==> src/rtl/acia_tx_serializer.sv <==
`default_nettype none
// ============================================================================
//  Module   : acia_tx_serializer
//  Purpose  : ACIA transmit path. Holding register, baud divider and
//             start/data/parity/stop frame serialiser with tdre/ovr status.
//  Revision : 1.0  initial release
// ============================================================================
module acia_tx_serializer #(
    parameter int BAUD_DIV = 192
) (
    input  logic       clk,
    input  logic       reset,
    input  logic       clk_en,
    input  logic       wr_strobe,
    input  logic [7:0] wr_data,
    input  logic       cfg_bits7,
    input  logic [1:0] cfg_parity,
    input  logic       cfg_stop2,
    input  logic       clr_ovr,
    output logic       txd,
    output logic       tdre,
    output logic       busy,
    output logic       ovr
);

    localparam logic [15:0] c_BAUD_LAST = 16'(BAUD_DIV - 1);

    typedef enum logic [2:0] {
        S_IDLE   = 3'd0,
        S_START  = 3'd1,
        S_DATA   = 3'd2,
        S_PARITY = 3'd3,
        S_STOP   = 3'd4
    } state_t;

    state_t      r_state, w_state_nxt;
    logic [15:0] r_baud_cnt, w_baud_cnt_nxt;
    logic [7:0]  r_shift, w_shift_nxt;
    logic [2:0]  r_bit_cnt, w_bit_cnt_nxt;
    logic        r_stop_cnt, w_stop_cnt_nxt;
    logic        r_bits7, w_bits7_nxt;
    logic        r_stop2, w_stop2_nxt;
    logic        r_par_en, w_par_en_nxt;
    logic        r_par_bit, w_par_bit_nxt;
    logic        r_txd, w_txd_nxt;
    logic [7:0]  r_hold_data;
    logic        r_hold_valid;
    logic        r_ovr;
    logic        w_bit_tick;
    logic        w_load;
    logic [2:0]  w_bit_last;
    logic        w_data_xor;

    assign w_bit_tick = clk_en && (r_baud_cnt == c_BAUD_LAST) && (r_state != S_IDLE);
    assign w_bit_last = r_bits7 ? 3'd6 : 3'd7;
    assign w_data_xor = cfg_bits7 ? ^r_hold_data[6:0] : ^r_hold_data;

    always_comb begin
        w_state_nxt    = r_state;
        w_baud_cnt_nxt = r_baud_cnt;
        w_shift_nxt    = r_shift;
        w_bit_cnt_nxt  = r_bit_cnt;
        w_stop_cnt_nxt = r_stop_cnt;
        w_bits7_nxt    = r_bits7;
        w_stop2_nxt    = r_stop2;
        w_par_en_nxt   = r_par_en;
        w_par_bit_nxt  = r_par_bit;
        w_txd_nxt      = r_txd;
        w_load         = 1'b0;

        if (r_state == S_IDLE) begin
            w_baud_cnt_nxt = 16'd0;
        end else if (clk_en) begin
            w_baud_cnt_nxt = w_bit_tick ? 16'd0 : r_baud_cnt + 16'd1;
        end

        case (r_state)
            S_IDLE: begin
                w_txd_nxt = 1'b1;
                if (r_hold_valid) w_load = 1'b1;
            end
            S_START: begin
                if (w_bit_tick) begin
                    w_txd_nxt     = r_shift[0];
                    w_shift_nxt   = {1'b0, r_shift[7:1]};
                    w_bit_cnt_nxt = 3'd0;
                    w_state_nxt   = S_DATA;
                end
            end
            S_DATA: begin
                if (w_bit_tick) begin
                    if (r_bit_cnt == w_bit_last) begin
                        w_stop_cnt_nxt = 1'b0;
                        if (r_par_en) begin
                            w_txd_nxt   = r_par_bit;
                            w_state_nxt = S_PARITY;
                        end else begin
                            w_txd_nxt   = 1'b1;
                            w_state_nxt = S_STOP;
                        end
                    end else begin
                        w_txd_nxt     = r_shift[0];
                        w_shift_nxt   = {1'b0, r_shift[7:1]};
                        w_bit_cnt_nxt = r_bit_cnt + 3'd1;
                    end
                end
            end
            S_PARITY: begin
                if (w_bit_tick) begin
                    w_txd_nxt      = 1'b1;
                    w_stop_cnt_nxt = 1'b0;
                    w_state_nxt    = S_STOP;
                end
            end
            S_STOP: begin
                if (w_bit_tick) begin
                    if (r_stop_cnt == r_stop2) begin
                        // A waiting byte starts its frame with no idle gap
                        if (r_hold_valid) begin
                            w_load = 1'b1;
                        end else begin
                            w_txd_nxt   = 1'b1;
                            w_state_nxt = S_IDLE;
                        end
                    end else begin
                        w_stop_cnt_nxt = 1'b1;
                    end
                end
            end
            default: begin
                w_txd_nxt   = 1'b1;
                w_state_nxt = S_IDLE;
            end
        endcase

        // Transfer: configuration is frozen here for the whole frame
        if (w_load) begin
            w_state_nxt    = S_START;
            w_txd_nxt      = 1'b0;
            w_shift_nxt    = r_hold_data;
            w_baud_cnt_nxt = 16'd0;
            w_bits7_nxt    = cfg_bits7;
            w_stop2_nxt    = cfg_stop2;
            w_par_en_nxt   = (cfg_parity == 2'b01) || (cfg_parity == 2'b10);
            w_par_bit_nxt  = w_data_xor ^ (cfg_parity == 2'b10);
        end
    end

    always_ff @(posedge clk) begin
        if (reset) begin
            r_state    <= S_IDLE;
            r_baud_cnt <= 16'd0;
            r_shift    <= 8'd0;
            r_bit_cnt  <= 3'd0;
            r_stop_cnt <= 1'b0;
            r_bits7    <= 1'b0;
            r_stop2    <= 1'b0;
            r_par_en   <= 1'b0;
            r_par_bit  <= 1'b0;
            r_txd      <= 1'b1;
        end else begin
            r_state    <= w_state_nxt;
            r_baud_cnt <= w_baud_cnt_nxt;
            r_shift    <= w_shift_nxt;
            r_bit_cnt  <= w_bit_cnt_nxt;
            r_stop_cnt <= w_stop_cnt_nxt;
            r_bits7    <= w_bits7_nxt;
            r_stop2    <= w_stop2_nxt;
            r_par_en   <= w_par_en_nxt;
            r_par_bit  <= w_par_bit_nxt;
            r_txd      <= w_txd_nxt;
        end
    end

    always_ff @(posedge clk) begin
        if (reset) begin
            r_hold_data  <= 8'd0;
            r_hold_valid <= 1'b0;
            r_ovr        <= 1'b0;
        end else begin
            if (wr_strobe && !r_hold_valid) begin
                r_hold_data  <= wr_data;
                r_hold_valid <= 1'b1;
            end else if (w_load) begin
                r_hold_valid <= 1'b0;
            end
            // Overrun write beats a simultaneous clear
            if (wr_strobe && r_hold_valid) r_ovr <= 1'b1;
            else if (clr_ovr)              r_ovr <= 1'b0;
        end
    end

    assign txd  = r_txd;
    assign tdre = ~r_hold_valid;
    assign busy = (r_state != S_IDLE);
    assign ovr  = r_ovr;

endmodule
`default_nettype wire
==> config.mk <==
export PLATFORM = sky130hd
export DESIGN_NAME = acia_tx_serializer
export DESIGN_NICKNAME = d
export VERILOG_FILES = /design/src/rtl/acia_tx_serializer.sv
export SDC_FILE = /design/constraint.sdc
export NUM_CORES = 1
export LEC_CHECK = 0
export CORE_AREA = 5 5 72 74
export DETAILED_ROUTE_END_ITERATION = 16
export DIE_AREA = 0 0 77 79
export HOLD_SLACK_MARGIN = 0.02
export PLACE_DENSITY = 0.77
export SLEW_MARGIN = 25
export SYNTH_ARGS = -nofsm -noshare
export SYNTH_HDL_FRONTEND = slang
export SYNTH_SLANG_ARGS = --single-unit
==> constraint.sdc <==
create_clock -name clk -period 2.3 [get_ports clk]
set_input_delay 0.23 -clock clk [delete_from_list [all_inputs] [get_ports clk]]
set_output_delay 0.23 -clock clk [all_outputs]
set_load 0.1 [all_outputs]
=== After elaboration in Yosys (flattened, before gate mapping) ===
Cells that the tools add are included.

* Input bits: 17
* Output and inout port bits: 4
* Flip-flop bits (word level): 46

* Multiplexer cells: 46
* Reductions and logical operators: 23
* Bitwise operators: 3
* $add $sub $neg: 2
* Equal/unequal tests: 27

{| class="wikitable"
|+ Operators by type and width
! kind !! count
|-
| 2-to-1 mux 3 bit || 11
|-
| 2-to-1 mux 8 bit || 4
|-
| 2-to-1 mux 1 bit || 24
|-
| inequality test 3 bit, second input constant || 8
|-
| inequality test 2 bit, second input constant || 10
|-
| adder 16 x 1 -> 16 bit, second input constant || 1
|-
| equality test 16 x 8 -> 1 bit, second input constant || 1
|-
| 2-to-1 mux 16 bit || 1
|-
| case mux 8 bit (2 select lines) || 1
|-
| AND reduction 8 bit || 2
|-
| case mux 3 bit (5 select lines) || 1
|-
| AND reduction 6 bit || 2
|-
| nonzero test 3 bit || 3
|-
| AND reduction 4 bit || 2
|-
| XOR reduction 8 bit || 1
|-
| XOR reduction 7 bit || 1
|-
| equality test 3 x 2 -> 1 bit, second input constant || 2
|-
| case mux 3 bit (2 select lines) || 1
|-
| nonzero test 2 bit || 3
|-
| logical AND 1 bit || 4
|-
| case mux 1 bit (4 select lines) || 1
|-
| adder 3 x 1 -> 3 bit, second input constant || 1
|-
| equality test 3 x 1 -> 1 bit, second input constant || 1
|-
| equality test 3 bit || 1
|-
| other kinds (13) || 14
|}

=== Longest topological paths before layout ===
Gate-level depths: netlist of the first run.

* Depth after elaboration: 7
* Mapped depth: 9
* Gate-level depth less buffers: 7

=== Worst setup path after synthesis of the first run ===
OpenSTA, ideal clock, no wires.

* Path type: reg-to-reg
* Start point: reg r_state[0]
* End point: reg r_baud_cnt[10]
* Stages on the path, launching flop included: 7
* Clock period less this slack: 2.230 ns
* Path slack: 0.070 ns
* Path buffers: 2
* Setup time: 0.128 ns
* Arrival time: 2.102 ns
* Required time: 2.172 ns
* Path through: dfxtp_1 -> clkbuf_8 -> nor2_1 -> nand2_1 -> nand3_1 -> clkbuf_1 -> nor2_1

* Word-level cells in the longest chain between the ends: 5
* Elaborated cells between the ends (all ways): 8

{| class="wikitable"
|+ Ends and longest elaborated chain
! what !! line !! text
|-
| start, declared || 36 || <nowiki>state_t r_state, w_state_nxt;</nowiki>
|-
| start signal, assigned || 162 || <nowiki>r_state <= w_state_nxt;</nowiki>
|-
| nonzero test 3 bit * || n/a ||
|-
| net busy || 22 || <nowiki>output logic busy,</nowiki>
|-
| logical AND 1 bit * || 54 || <nowiki>assign w_bit_tick = clk_en && (r_baud_cnt == c_BAUD_LAST) && (r_state != S_IDLE);</nowiki>
|-
| 2-to-1 mux 1 bit || 116 || <nowiki>if (w_bit_tick) begin</nowiki>
|-
| case mux 1 bit (2 select lines) || 77 || <nowiki>case (r_state)</nowiki>
|-
| OR reduction 3 bit (no source line) || n/a ||
|-
| end signal, assigned || 163 || <nowiki>r_baud_cnt <= w_baud_cnt_nxt;</nowiki>
|-
| end, declared || 37 || <nowiki>logic [15:0] r_baud_cnt, w_baud_cnt_nxt;</nowiki>
|}

The timed path passes the listed nets; every way through them passes the cells marked *.
A chain may end at the register's enable or synchronous reset.

=== Final worst setup path of the first run ===
* Start point: reg r_baud_cnt[0]
* End point: reg r_shift[4]

* Word-level cells in the longest chain between the ends: 7
* Elaborated cells between the ends (all ways): 11

{| class="wikitable"
|+ Ends and longest elaborated chain
! what !! line !! text
|-
| equality test 16 x 8 -> 1 bit * || 54 ||
|-
| logical AND 1 bit * (2 in series) || 54 ||
|-
| 2-to-1 mux 1 bit || 116 ||
|-
| case mux 1 bit (2 select lines) || 77 ||
|-
| inequality test 3 bit (no source line) or nonzero test 3 bit (tied branches) || n/a ||
|-
| AND reduction 4 bit (no source line) || n/a ||
|-
| end signal, assigned || 164 || <nowiki>r_shift <= w_shift_nxt;</nowiki>
|-
| end, declared || 38 || <nowiki>logic [7:0] r_shift, w_shift_nxt;</nowiki>
|}

Mark *: on every way between the ends. The rest lies on a longest branch, timed or not.

==> metrics.md, run 1 <==
| Metric | Value |
|---|---|
| GRT Total Usage | between 15 and 20% |
| CP peak stage delay | 0.39 ns |
| Clock power share | roughly a third |
| Detailed placement HPWL | 3797 µm |
| Hold Path Origin | wr_data[0] |
| Number of flops mapped to enable cells by yosys | 0 |
| Synth-to-layout area growth | 14.94% |
| Grt total ovfl | 0 |
| Wire length per cell | roughly 14 µm |
| Root Driver | clkbuf_8 |
| Layout cells sized above 1 | between 10 and 15% |
| Worst-case clock buffer depth | 2 |
| Async SR Flop Fraction | 0% |
| RSZ-0062 raised after global routing | false |
| Arr. time, crit path | roughly 2.3 ns |
| Critical setup path kind | flop to flop |
| Largest net degree at the start of global routing | 17 |
| Power Total | 0.001786 W |
| Worst slew pin tran | 0.5038 ns |
| Clk sinks | 46 |
| Status | complete, no violations |
| Register area share after synthesis | 37.67% |
| Final Max Slew Viols | 0 |
| CP max stage cell | dfxtp_1 |
| Reg2reg end | r_shift[4]$_SDFFE_PP0P_ |
| Number of gates resized after CTS | 0 |
| GR Util met1 | 22.62% |
| Vias in the first global route | 1965 |
| Worst min-delay path class | primary input to flop |
| Crit-path cells | ha_1 > nor4bb_4 > and4_4 > a21o_2 > nand2_1 > a311oi_2 |
| Sequential share of power | 48.3% |
| Syn Area/Cell | 8.732 µm² |
| Power Density | 635.7 mW/mm² |
| Worst hold stages | 3 |
| IO buf count | 20 |
| Hold_buf cts | 0 |
| Hold_ws | 0.4757 ns |
| CP Max Fanout | 14 |
| Worst reg2reg path startpoint | r_baud_cnt[0]$_SDFFE_PP0P_ |
| Setup Viol. Count Final | 0 |
| Psw | 0.0004736 W |
| FF-to-FF path depth | 6 |
| Die height | around 80 µm |
| Core box area | 0.004536 mm² |
| CTS H-tree depth | 2 |
| # IOs | 21 |
| Pre-antenna DRT Iters | 4 |
| Max-Cap Viols | 0 |
| Vias after detailed routing | 2036 |
| WL final | 5167 µm |
| Setup slack, reg-to-reg | 0.23 ns |
| Min-Delay Endpoint | r_hold_data[0]$_SDFFE_PP0P_ |
| Yosys reg bits | 46 |
| Yosys warning count | 0 |
| Post-layout util | 61.96% |
| Most used flip-flop cell after synthesis | dfxtp_1 |
| Total die area | 0.006083 mm² |
| CTS tree | built |
| Synthesized Nets | 300 |
| Final #Nets | around 320 |
| Post-route ant nets | 0 |
| Post-synthesis cell type count | 54 |
| Commonest non-fill, non-tap cell in the layout | nand2_1 |
| Worst IR Drop VDD | 0.3861 mV |
| Fmax | 482.7 MHz |
| Insertion delay to the later sink of the worst-skew pair | 0.30 ns |
| Synth Instances | 280 |
| Starting Density | 53.90% |
| Post-Layout Cell Count | 358 |
| Net Sw Frac | 26.52% |
| Most frequent cells in the layout | nand2_1, dfxtp_1, nor2_1, a21oi_1, clkdlybuf4s50_1 |
| Postcts setup bufs | 0 |
| Filler Cell Count | 382 |
| Busiest grt layer | met2 |
| DR DRC count | 0 |
| # diodes | 0 |
| Initial DRC count | between 150 and 200 |
| CTS Buf Count | 5 |
| Clock skew | ~0.0062 ns |
| Post-layout min period | 2.071 ns |
| Std cell rows | 25 |
| Setup TNS Final | 0 ns |
| GPL Wtd Cong | 0.9097 |
| Met2 track demand over resource | between 30% and 40% |
| Static Leakage | 0.9860 nW |
| First-pass GRT wire length | slightly above 9000 µm |
| Netlist Area Pre-Place | about 0.0024 mm² |
| Crit path required time | roughly 2.5 ns |
| Hold Violations, Final | 0 |
| CTS clk-pin slew, worst paths | 0.08 ns |
| Comb pwr share | between 10% and 20% |
| Global-route track usage on met3 | 3.628% |
| Int Pwr | 0.001313 W |
| Final worst path period share | 90.06% |
| Chip width | 77 µm |
| Worst Setup Start Kind | flop |
| Placed Cells | 351 |
| Slew HR | 66.35% |
| Initial antenna violation count | 0 |
| Crit. End Element | flop |
| Avg Vias per Cell | between 5 and 6 |
[sequential cells by signal, indices dropped and copies added (netlist names)]
name          count
r_baud_cnt       16
r_bit_cnt         3
r_shift           8
r_hold_data       8
r_bits7           1
r_par_en          1
r_state           3
r_par_bit         1
r_stop_cnt        1
r_stop2           1
r_hold_valid      1
txd               1
ovr               1
[synthesized netlist by cell type, drive strengths merged, types with 4 or more instances]
master,n,area [µm²]
a21oi,18,93.84
a311oi,9,122.6
and3,4,25.02
and4,4,41.29
buf,5,56.30
clkbuf,9,53.81
dfxtp,46,920.9
inv,6,22.52
nand2,47,176.4
nand3,5,25.02
nand4,6,43.79
nor2,29,108.9
nor2b,4,25.02
nor3,14,70.07
o21ai,8,40.04
xnor2,12,105.1
xor2,13,113.9
[worst max path at each step]
stage,start,to,cells after the start
after floorplan,r_state[0]$_SDFFE_PP0P_,r_baud_cnt[10]$_SDFFE_PP0P_,6
after global placement,r_baud_cnt[0]$_SDFFE_PP0P_,r_shift[6]$_SDFFE_PP0P_,6
after detailed placement,r_baud_cnt[0]$_SDFFE_PP0P_,r_shift[3]$_SDFFE_PP0P_,6
after CTS,r_baud_cnt[0]$_SDFFE_PP0P_,r_shift[3]$_SDFFE_PP0P_,6
after global routing,r_baud_cnt[0]$_SDFFE_PP0P_,txd$_SDFFE_PP1P_,6
final,r_baud_cnt[0]$_SDFFE_PP0P_,r_shift[4]$_SDFFE_PP0P_,6
[logic make-up (layout without fill, tap and decap cells)]
| group | count (synthesis) | in the layout | synth area share [%] |
|---|---|---|---|
| fa+ha+maj | 3 | 3 | 1.535 |
| flops | 46 | 46 | 37.67 |
| simple gates | 125 | 125 | 25.79 |
| mux | 4 | 4 | 1.689 |
| compound gates | 55 | 55 | 17.66 |
| xor+xnor | 26 | 26 | 9.877 |
| buf+inv | 21 | 45 | 5.783 |
[layer usage]
layer	share of wire [%]	vias to the layer above
met2	48	38
met5	0	-
li1	-	1032
met4	1.6	0
met1	46	955
met3	3.7	11
[critical path: cells and delay by family, from the launching register on]
| family | cells | cell delay (ns) |
|---|---|---|
| compound gates | 2 | 0.58 |
| simple gates | 3 | 0.76 |
| fa+ha+maj | 1 | 0.25 |
| flops | 1 | 0.39 |
[through the flow]
stage               instance area (µm²)  setup WS [ns]
floorplan                          2445        0.07019
global placement                   2686         0.2036
detailed placement                 2686        0.08757
CTS                                2799        0.07269
global route                       2810        0.05722
finish                             2810         0.2285
[power by group through the flow]
stage          registers (W)  clock network (W)  logic, W
3_3_place_gp        0.000879                  0  0.000299
6_report            0.000863           0.000618  0.000305
4_1_cts             0.000862           0.000627  0.000305
2_1_floorplan       0.000891                  0  0.000215
5_1_grt             0.000869           0.000667  0.000334
3_5_place_dp        0.000881                  0  0.000304
[area by class of cell]
type / instances / area [µm²] / area share (%)
Clock buffer: 6 / 82.58 / 2.939
Clock inverter: 1 / 30.03 / 1.069
Sequential cell: 46 / 920.9 / 32.77
Timing Repair Buffer: 32 / 292.8 / 10.42
Inverter: 6 / 22.52 / 0.8014
Tap cell: 54 / 67.56 / 2.404
Multi-Input combinational cell: 213 / 1394 / 49.60
No activity file was read; power rests on OpenSTA's default activity.
==> run 2, diff against run 1 <==
CTS_CLUSTER_DIAMETER = 60   (was unset)
==> results of run 2 <==
The final DEF is identical to that of run 1; final timing and power are the same.
